==> config.mk <==
export PLATFORM = sky130hd
export DESIGN_NAME = branch_target_buffer
export DESIGN_NICKNAME = d
export VERILOG_FILES = /design/src/rtl/branch_target_buffer.sv
export SDC_FILE = /design/constraint.sdc
export NUM_CORES = 1
export LEC_CHECK = 0
export ABC_AREA = 0
export BUFFER_PORTS_ARGS = -buffer_cell sky130_fd_sc_hd__buf_2
export CAP_MARGIN = 20
export CELL_PAD_IN_SITES_DETAIL_PLACEMENT = 1
export CELL_PAD_IN_SITES_GLOBAL_PLACEMENT = 2
export CORE_MARGIN = 2
export CORE_UTILIZATION = 50
export CTS_CLUSTER_DIAMETER = 100
export DETAILED_ROUTE_END_ITERATION = 8
export GPL_ROUTABILITY_DRIVEN = 0
export HOLD_SLACK_MARGIN = 0.1
export PLACE_DENSITY_LB_ADDON = 0.1
export SETUP_SLACK_MARGIN = 0.1
export SYNTH_ARGS = -nofsm -noshare
export SYNTH_HDL_FRONTEND = slang
export SYNTH_SLANG_ARGS = --single-unit
==> constraint.sdc <==
create_clock -name clk -period 8.5 [get_ports clk]
set_input_delay 0.85 -clock clk [delete_from_list [all_inputs] [get_ports clk]]
set_output_delay 0.85 -clock clk [all_outputs]
set_load 0.02 [all_outputs]
==> src/rtl/branch_target_buffer.sv <==
// Direct-mapped branch target buffer with 2-bit saturating direction counters.
// Optional macro BTB_BYPASS_EN forwards a same-index update into the same-cycle lookup.
module branch_target_buffer #(
    parameter int INDEX_BITS = 4
) (
    input  logic        clk,
    input  logic        rst_n,
    input  logic [31:0] fetch_pc,
    output logic        predicted_taken,
    output logic [31:0] predicted_target,
    output logic        btb_hit,
    input  logic        update_en,
    input  logic [31:0] update_pc,
    input  logic [31:0] update_target,
    input  logic        update_taken
);

    localparam int TAG_BITS = 30 - INDEX_BITS;
    localparam int ENTRIES  = 1 << INDEX_BITS;

    // Encoding is non-monotonic: taken states are the ones with bit 1 set.
    typedef enum logic [1:0] {
        STRONG_NOT_TAKEN = 2'b00,
        WEAK_NOT_TAKEN   = 2'b01,
        STRONG_TAKEN     = 2'b10,
        WEAK_TAKEN       = 2'b11
    } ctr_t;

    logic                r_valid  [ENTRIES];
    logic [TAG_BITS-1:0] r_tag    [ENTRIES];
    logic [31:0]         r_target [ENTRIES];
    ctr_t                r_ctr    [ENTRIES];

    logic [INDEX_BITS-1:0] w_f_idx, w_u_idx;
    logic [TAG_BITS-1:0]   w_f_tag, w_u_tag;
    logic                  w_u_hit;
    logic                  w_wr;
    logic                  w_nxt_valid;
    logic [TAG_BITS-1:0]   w_nxt_tag;
    logic [31:0]           w_nxt_target;
    ctr_t                  w_nxt_ctr;
    logic                  w_l_valid;
    logic [TAG_BITS-1:0]   w_l_tag;
    logic [31:0]           w_l_target;
    ctr_t                  w_l_ctr;
    logic                  w_unused_bits;

    assign w_f_idx       = fetch_pc[INDEX_BITS+1:2];
    assign w_f_tag       = fetch_pc[31:INDEX_BITS+2];
    assign w_u_idx       = update_pc[INDEX_BITS+1:2];
    assign w_u_tag       = update_pc[31:INDEX_BITS+2];
    assign w_unused_bits = ^{fetch_pc[1:0], update_pc[1:0]};
    assign w_u_hit       = r_valid[w_u_idx] && (r_tag[w_u_idx] == w_u_tag);

    function automatic ctr_t ctr_inc(input ctr_t c);
        case (c)
            STRONG_NOT_TAKEN: ctr_inc = WEAK_NOT_TAKEN;
            WEAK_NOT_TAKEN:   ctr_inc = WEAK_TAKEN;
            WEAK_TAKEN:       ctr_inc = STRONG_TAKEN;
            default:          ctr_inc = STRONG_TAKEN;
        endcase
    endfunction

    function automatic ctr_t ctr_dec(input ctr_t c);
        case (c)
            STRONG_TAKEN:   ctr_dec = WEAK_TAKEN;
            WEAK_TAKEN:     ctr_dec = WEAK_NOT_TAKEN;
            WEAK_NOT_TAKEN: ctr_dec = STRONG_NOT_TAKEN;
            default:        ctr_dec = STRONG_NOT_TAKEN;
        endcase
    endfunction

    // Post-update image of the entry at the update index; equals the old entry when nothing is written.
    always_comb begin
        w_wr         = 1'b0;
        w_nxt_valid  = r_valid[w_u_idx];
        w_nxt_tag    = r_tag[w_u_idx];
        w_nxt_target = r_target[w_u_idx];
        w_nxt_ctr    = r_ctr[w_u_idx];
        if (update_en) begin
            if (w_u_hit) begin
                w_wr = 1'b1;
                if (update_taken) begin
                    w_nxt_ctr    = ctr_inc(r_ctr[w_u_idx]);
                    w_nxt_target = update_target;
                end else begin
                    w_nxt_ctr = ctr_dec(r_ctr[w_u_idx]);
                end
            end else if (update_taken) begin
                w_wr         = 1'b1;
                w_nxt_valid  = 1'b1;
                w_nxt_tag    = w_u_tag;
                w_nxt_target = update_target;
                w_nxt_ctr    = WEAK_TAKEN;
            end
        end
    end

    always_comb begin
        w_l_valid  = r_valid[w_f_idx];
        w_l_tag    = r_tag[w_f_idx];
        w_l_target = r_target[w_f_idx];
        w_l_ctr    = r_ctr[w_f_idx];
`ifdef BTB_BYPASS_EN
        if (rst_n && update_en && (w_u_idx == w_f_idx)) begin
            w_l_valid  = w_nxt_valid;
            w_l_tag    = w_nxt_tag;
            w_l_target = w_nxt_target;
            w_l_ctr    = w_nxt_ctr;
        end
`endif
    end

    assign btb_hit          = w_l_valid && (w_l_tag == w_f_tag);
    assign predicted_taken  = btb_hit && w_l_ctr[1];
    assign predicted_target = btb_hit ? w_l_target : 32'h0;

    always_ff @(posedge clk) begin
        if (!rst_n) begin
            for (int i = 0; i < ENTRIES; i++) begin
                r_valid[i]  <= 1'b0;
                r_tag[i]    <= '0;
                r_target[i] <= 32'h0;
                r_ctr[i]    <= STRONG_NOT_TAKEN;
            end
        end else if (w_wr) begin
            r_valid[w_u_idx]  <= w_nxt_valid;
            r_tag[w_u_idx]    <= w_nxt_tag;
            r_target[w_u_idx] <= w_nxt_target;
            r_ctr[w_u_idx]    <= w_nxt_ctr;
        end
    end

endmodule

==> flow_metrics.env, run 1 <==
export IMPL_dr_pass1_iters=5
export IMPL_synth_warnings=0
export IMPL_final_period_utilization_pct=73.7
export IMPL_cts_buffers=105
export IMPL_worstReg2RegStart="r_tag[10][23]"
export IMPL_p_leak_nw=19.0
export IMPL_ys_seq_area_share_pct=60.3
export IMPL_postPlaceCellArea_um2=50800
export IMPL_syn_inst=3210
export IMPL_fillers=8939
export IMPL_worstPathMaxFanout=43
export IMPL_die_area_um2=99200
export IMPL_max_freq_mhz=160
export IMPL_core_rowCount=114
export IMPL_drive_gt1_share_pct=27.2
export IMPL_initial_utilization_pct=50.2
export IMPL_synth_seq_cells=976
export IMPL_portBuffers=129
export IMPL_nets=3389
export IMPL_cts_buffer_depth=3
export IMPL_cp_cell_sequence="buf_4, buf_4, mux4_2, a221o_1, o21ai_1, a21oi_1, or3_1, or4_1, o31ai_4, nand3_2, nand2_2, buf_4"
export IMPL_seqCellArea_um2=29100
export IMPL_avgSynthCellArea_um2=15.1
export IMPL_ios=134
export IMPL_cpMostUsedCell="buf_4"
export IMPL_start_kind="input pin"
export IMPL_antenna_found_initial=13
export IMPL_mappedNetlistNets=3310
export IMPL_cellPowerDensity_nw_per_um2=209
export IMPL_final_common_cell="edfxtp_1"
export IMPL_cp_arrival_ps=6600
export IMPL_relSlewSlack_pct=20.5
export IMPL_clkSinkCount=976
export IMPL_cts_tree="yes"
export IMPL_dieWidth_um=315
export IMPL_hold_start="r_valid[5]"
export IMPL_post_cts_resized=0
export IMPL_cp_startpoint="update_pc[2]"
export IMPL_hold_viol=0
export IMPL_hold_class="reg -> reg"
export IMPL_critPathCaptureType="flop"
export IMPL_worst_pin_slew_ps=1190
export IMPL_drtIter0Drc=4241
export IMPL_fin_skew_ps=23.7
export IMPL_place_ws_ps=1640
export IMPL_min_period_ps=6270
export IMPL_core_area_um2=96300
export IMPL_grt_total_usage_pct=33.4
export IMPL_layout_common_cells="edfxtp_1, and2_1, nor2_1"
export IMPL_fin_area_um2=54300
export IMPL_ant_nets=0
export IMPL_clk_pin_slew_ps=60
export IMPL_htreeDepth=3
export IMPL_drc=0
export IMPL_worstSkewPairLatency_ps=700
export IMPL_grt_ovfl_total=0
export IMPL_synth_top_area_cell="edfxtp_1"
export IMPL_cp_num_buf_inv=3
export IMPL_grt_pass1_wl_mm=233
export IMPL_via_per_inst=6.70
export IMPL_synthesis_area_um2=48300
export IMPL_slowest_stage="o31ai_4"
export IMPL_synth_edf_count=960
export IMPL_total_power_w=0.0113
export IMPL_outcome="finished clean"
export IMPL_grt_pass1_vias=32191
export IMPL_required_ps=8840
export IMPL_cp_top_family="simple AND/OR/NAND/NOR gates"
export IMPL_rsz0062_at_grt="false"
export IMPL_wl_per_cell_um=35.4
export IMPL_critPathKind="in -> reg"
export IMPL_synth_ff_type="edfxtp_1"
export IMPL_maxCapViolations=0
export IMPL_vias=31164
export IMPL_syn_to_final_growth_pct=12.3
export IMPL_synth_top_cells_by_area="edfxtp_1, mux4_2, and2_1"
export IMPL_hpwl_mm=94.2
export IMPL_ys_async_sr_fraction_pct=0
export IMPL_final_max_slew_viol_count=0
export IMPL_max_stage_delay_ps=840
export IMPL_grt_max_degree=83
export IMPL_synth_top_cell_area_share_pct=59.6
export IMPL_postCtsSetupRepairBufs=0
export IMPL_ctsHoldBuffers=0
export IMPL_yosysUniqueCellTypes=72
export IMPL_setup_viol=0
export IMPL_clockRootBuffer="clkbuf_16"
export IMPL_setup_ws_ps=2230
export IMPL_multi_input_area_um2=18300
export IMPL_drt_wl_total_mm=164
export IMPL_fin_setup_tns_ps=0
export IMPL_peakVddDrop_mv=0.167
export IMPL_fp_dieH_um=315
-- worst paths after layout --
check | slack (ps) | cells after the start | to
min | 470 | 2 | r_valid[5]
max reg2reg | 3330 | 10 | r_tag[10][22]
min reg2reg | 470 | 2 | r_valid[5]
max | 2230 | 12 | r_tag[10][22]
-- where the power goes --
group	switching (W)	internal, W	total (W)
Sequential	0.0000848	0.00550	0.00558
Combinational	0.000733	0.000471	0.00120
Clock	0.00194	0.00259	0.00453
Total	0.00276	0.00856	0.0113
-- worst register-to-register path: cells and delay by family, from the launching register on --
kind,cells,cell delay [ps]
AO/OA/AOI/OAI,4,1610
flip-flops,1,390
buffers and inverters,1,530
multiplexers,2,1220
AND/OR/NAND/NOR,3,1080
-- metal layers --
layer  part of all wire [%]  wire, µm  vias to the layer above  GRT usage, %
li1                       -         -                    12313             -
met2                     47     77800                     1778          52.8
met1                     39     64700                    16704          46.7
met3                    9.7     16000                      361          5.91
met5                  0.032        53                        -             0
met4                    3.6      5880                        8          12.2
-- cell type report --
| type | instances | share of cell area, % |
|---|---|---|
| sequential | 976 | 53.7 |
| timing repair buffer | 265 | 3.40 |
| clock buffer | 138 | 5.24 |
| tap | 1276 | 2.94 |
| multi-input combinational | 1924 | 33.7 |
| inverter | 17 | 0.118 |
| antenna | 5 | 0.0231 |
| clock inverter | 50 | 0.911 |
-- logic make-up (layout without fill, tap and decap cells) --
group           count (synthesis)  count (layout)  synth area share (%)
xor+xnor                       37              37                 0.670
simple gates                 1215            1215                  13.0
mux                           524             524                  21.2
buf+inv                       310             470                  2.73
compound gates                148             148                  2.15
flops                         976             976                  60.3
other cells                     0               5                     0
-- sequential cells by signal, indices dropped and copies added, names as in the netlist --
| register | cells |
|---|---|
| r_ctr | 32 |
| r_target | 512 |
| r_tag | 416 |
| r_valid | 16 |
-- per-stage QoR --
| step | hold slack, ps | std cells | util (%) |
|---|---|---|---|
| global placement | 443 | 4433 | 52.6 |
| floorplan | 425 | 3210 | - |
| global route | 482 | 4649 | 56.4 |
| finish | 466 | 4651 | 56.4 |
| detailed placement | 452 | 4449 | 52.7 |
| CTS | 463 | 4637 | 56.2 |
-- synthesized netlist by cell type, types with 9 or more instances --
library cell,count
edfxtp_1,960
and2_1,517
nor2_1,434
mux4_2,397
clkbuf_1,202
mux2i_1,112
nand2_1,81
buf_2,45
nor2b_1,41
o21ai_0,39
nand3_1,30
nor3_1,28
buf_1,27
xnor2_1,25
nor2_2,21
a22oi_1,20
a21oi_1,19
nor3b_1,18
dfxtp_1,16
mux2_2,15
inv_1,14
buf_4,12
xor2_1,12
nand2b_1,10
a221oi_1,9
nand4_1,9
Power figures use the tool's default switching activity.
==> run 2: changes to the inputs <==
--- a/config.mk
+++ b/config.mk
@@ -5,13 +5,13 @@
 export SDC_FILE = /design/constraint.sdc
 export NUM_CORES = 1
 export LEC_CHECK = 0
-export ABC_AREA = 0
+export ABC_AREA = 1
 export BUFFER_PORTS_ARGS = -buffer_cell sky130_fd_sc_hd__buf_2
 export CAP_MARGIN = 20
 export CELL_PAD_IN_SITES_DETAIL_PLACEMENT = 1
 export CELL_PAD_IN_SITES_GLOBAL_PLACEMENT = 2
 export CORE_MARGIN = 2
-export CORE_UTILIZATION = 50
+export CORE_UTILIZATION = 40
 export CTS_CLUSTER_DIAMETER = 100
 export DETAILED_ROUTE_END_ITERATION = 8
 export GPL_ROUTABILITY_DRIVEN = 0
==> constraint.sdc (replaced) <==
create_clock -name clk -period 5.86 [get_ports clk]
set_input_delay 0.586 -clock clk [delete_from_list [all_inputs] [get_ports clk]]
set_output_delay 0.586 -clock clk [all_outputs]
set_load 0.02 [all_outputs]
==> flow_metrics.env, run 2 <==
export IMPL_portBuffers=129
export IMPL_p_leak_nw=21.7
export IMPL_cts_buffer_depth=3
export IMPL_synthTopCellsByCount="nand2_1, nor2_1, edfxtp_1, a21oi_1, o21ai_0"
export IMPL_grt_pass1_vias=42703
export IMPL_final_max_slew_viol_count=0
export IMPL_clockRootBuffer="clkbuf_16"
export IMPL_worstSkewPairLatency_ps=720
export IMPL_start_kind="input pin"
export IMPL_drc=0
export IMPL_ant_nets=0
export IMPL_combPwrFrac_pct=11.7
export IMPL_critPathKind="in -> out"
export IMPL_wl_per_cell_um=27.7
export IMPL_min_period_ps=4840
export IMPL_worstPathMaxFanout=71
export IMPL_syn_inst=5622
export IMPL_seqCellArea_um2=29100
export IMPL_vias=42057
export IMPL_drt_wl_total_mm=202
export IMPL_pwr_share_seq_pct=48.4
export IMPL_rsz0062_at_grt="false"
export IMPL_synth_top_area_cell="edfxtp_1"
export IMPL_cellPowerDensity_nw_per_um2=302
export IMPL_ys_async_sr_fraction_pct=0
export IMPL_avgSynthCellArea_um2=8.77
export IMPL_outcome="finished clean"
export IMPL_hpwl_mm=114
export IMPL_synth_top_cell_area_share_pct=58.5
export IMPL_fin_skew_ps=26.5
export IMPL_synth_top_cells_by_area="edfxtp_1, nand2_1, nor2_1"
export IMPL_critPathCaptureType="output pin"
export IMPL_clk_pin_slew_ps=60
export IMPL_worst_pin_slew_ps=1170
export IMPL_top_register="r_target"
export IMPL_post_cts_resized=0
export IMPL_ios=134
export IMPL_cp_startpoint="fetch_pc[3]"
export IMPL_final_common_cell="nand2_1"
export IMPL_fp_dieH_um=355
export IMPL_antenna_found_initial=4
export IMPL_initial_utilization_pct=40.4
export IMPL_yosysUniqueCellTypes=38
export IMPL_fin_setup_tns_ps=0
export IMPL_relSlewSlack_pct=21.8
export IMPL_nets=5670
export IMPL_drive_gt1_share_pct=9.28
export IMPL_yosysMostFrequentCell="nand2_1"
export IMPL_required_ps=5270
export IMPL_clkPwrFrac_pct=39.9
export IMPL_fillers=14123
export IMPL_syn_to_final_growth_pct=12.0
export IMPL_clkSinkCount=976
export IMPL_grt_total_usage_pct=31.7
export IMPL_switching_share_pct=27.1
export IMPL_final_period_utilization_pct=82.6
export IMPL_cts_buffers=111
export IMPL_post_route_util_pct=45.2
export IMPL_core_area_um2=122000
export IMPL_synthesis_area_um2=49300
export IMPL_max_freq_mhz=207
export IMPL_cts_tree="yes"
export IMPL_mappedNetlistNets=5722
export IMPL_multi_input_area_um2=17700
export IMPL_cp_arrival_ps=4250
export IMPL_synth_ff_type="edfxtp_1"
export IMPL_hold_viol=0
export IMPL_dr_pass1_iters=5
export IMPL_dieWidth_um=355
export IMPL_drtIter0Drc=3752
export IMPL_reg_top3="r_target (512), r_tag (416), r_ctr (32)"
export IMPL_maxCapViolations=0
export IMPL_largest_reg_flops=512
export IMPL_synth_seq_cells=976
export IMPL_die_area_um2=126000
export IMPL_peakVddDrop_mv=0.229
export IMPL_hold_start="update_target[23]"
export IMPL_postCtsSetupRepairBufs=0
export IMPL_switchingPower_w=0.00452
export IMPL_ctsHoldBuffers=0
export IMPL_synth_warnings=0
export IMPL_via_per_inst=5.77
export IMPL_grt_max_degree=179
export IMPL_hold_class="in -> reg"
export IMPL_setup_viol=0
export IMPL_core_rowCount=128
export IMPL_ys_seq_area_share_pct=59.1
export IMPL_htreeDepth=3
export IMPL_p_int_w=0.0122
export IMPL_layout_common_cells="nand2_1, nor2_1, edfxtp_1"
export IMPL_grt_pass1_wl_mm=291
export IMPL_grt_ovfl_total=0
export IMPL_worstReg2RegStart="r_tag[9][21]"
export IMPL_synth_edf_count=960
run 2: cell types whose count changed in the layout (fill, tap and decap cells not counted), moves of 97 or more:
| cell | before | now |
|---|---|---|
| o21ai_0 | 25 | 322 |
| o211ai_1 | 5 | 102 |
| a221oi_1 | 9 | 117 |
| and2_1 | 517 | 1 |
| nand2_1 | 65 | 1511 |
| inv_1 | 14 | 176 |
| mux2i_1 | 111 | 0 |
| mux4_2 | 397 | 0 |
| a21oi_1 | 19 | 325 |
| nor2_1 | 420 | 1282 |
run 2: stage by stage:
step | setup WS, ps | hold WS [ps] | power [W] | instances | instance area [µm²]
after floorplan | 2400 | 432 | 0.00928 | 5622 | 49300
after global placement | 1060 | 447 | 0.0101 | 7077 | 51800
after detailed placement | 1050 | 454 | 0.0102 | 7080 | 51800
after CTS | 1060 | 400 | 0.0168 | 7282 | 55200
after global routing | 925 | 465 | 0.0172 | 7284 | 55200
final | 1020 | 435 | 0.0167 | 7285 | 55200
run 2: logic make-up after synthesis:
kind of cell           Yosys count  synth area share (%)
AO/OA/AOI/OAI                  955                  11.5
flip-flops                     976                  59.1
XOR/XNOR                        13                 0.231
buffers and inverters          644                  5.31
AND/OR/NAND/NOR               3034                  23.8
run 2: layout make-up:
type	count	share of cell area, %
Sequential cell	976	52.8
Multi-Input combinational cell	4002	32.0
Tap cell	1625	3.68
Inverter	185	1.31
Antenna cell	1	0.00453
Clock buffer	140	5.23
Timing Repair Buffer	294	4.07
Clock inverter	62	0.886
run 2: worst paths after layout:
kind / endpoint / slack [ps] / cells past startpoint
max: predicted_target[31] / 1020 / 14
min: r_target[7][23] / 430 / 3
max reg2reg: r_ctr[3][1] / 2250 / 16
min reg2reg: r_valid[15] / 470 / 2
run 2: power groups by stage:
stage                     clock [W]  combinational (W)  sequential [W]
after detailed placement          0            0.00194         0.00822
after global placement            0            0.00191         0.00821
final                       0.00667            0.00195         0.00808
after floorplan                   0            0.00109         0.00819
after CTS                   0.00676            0.00194         0.00808
after global routing        0.00701            0.00210         0.00811
run 2: metal layers:
layer | track usage [%] | part of all wire [%] | vias to the layer above
li1 | - | - | 18821
met1 | 40.1 | 41 | 21471
met2 | 54.7 | 49 | 1373
met3 | 3.39 | 5.4 | 390
met4 | 14.3 | 4.7 | 2
met5 | 0 | 0.0035 | -
run 2: worst max-delay path: stages:
cell and delay (ps):
buf_8 460, buf_4 760, o21ai_0 190, a21oi_1 160, o21ai_0 190, o21ai_0 500, o22ai_1 130, nor2_1 110
nand2_1 60, nor2_1 120, nand2_2 60, buf_4 240, nor3_1 260, buf_2 220
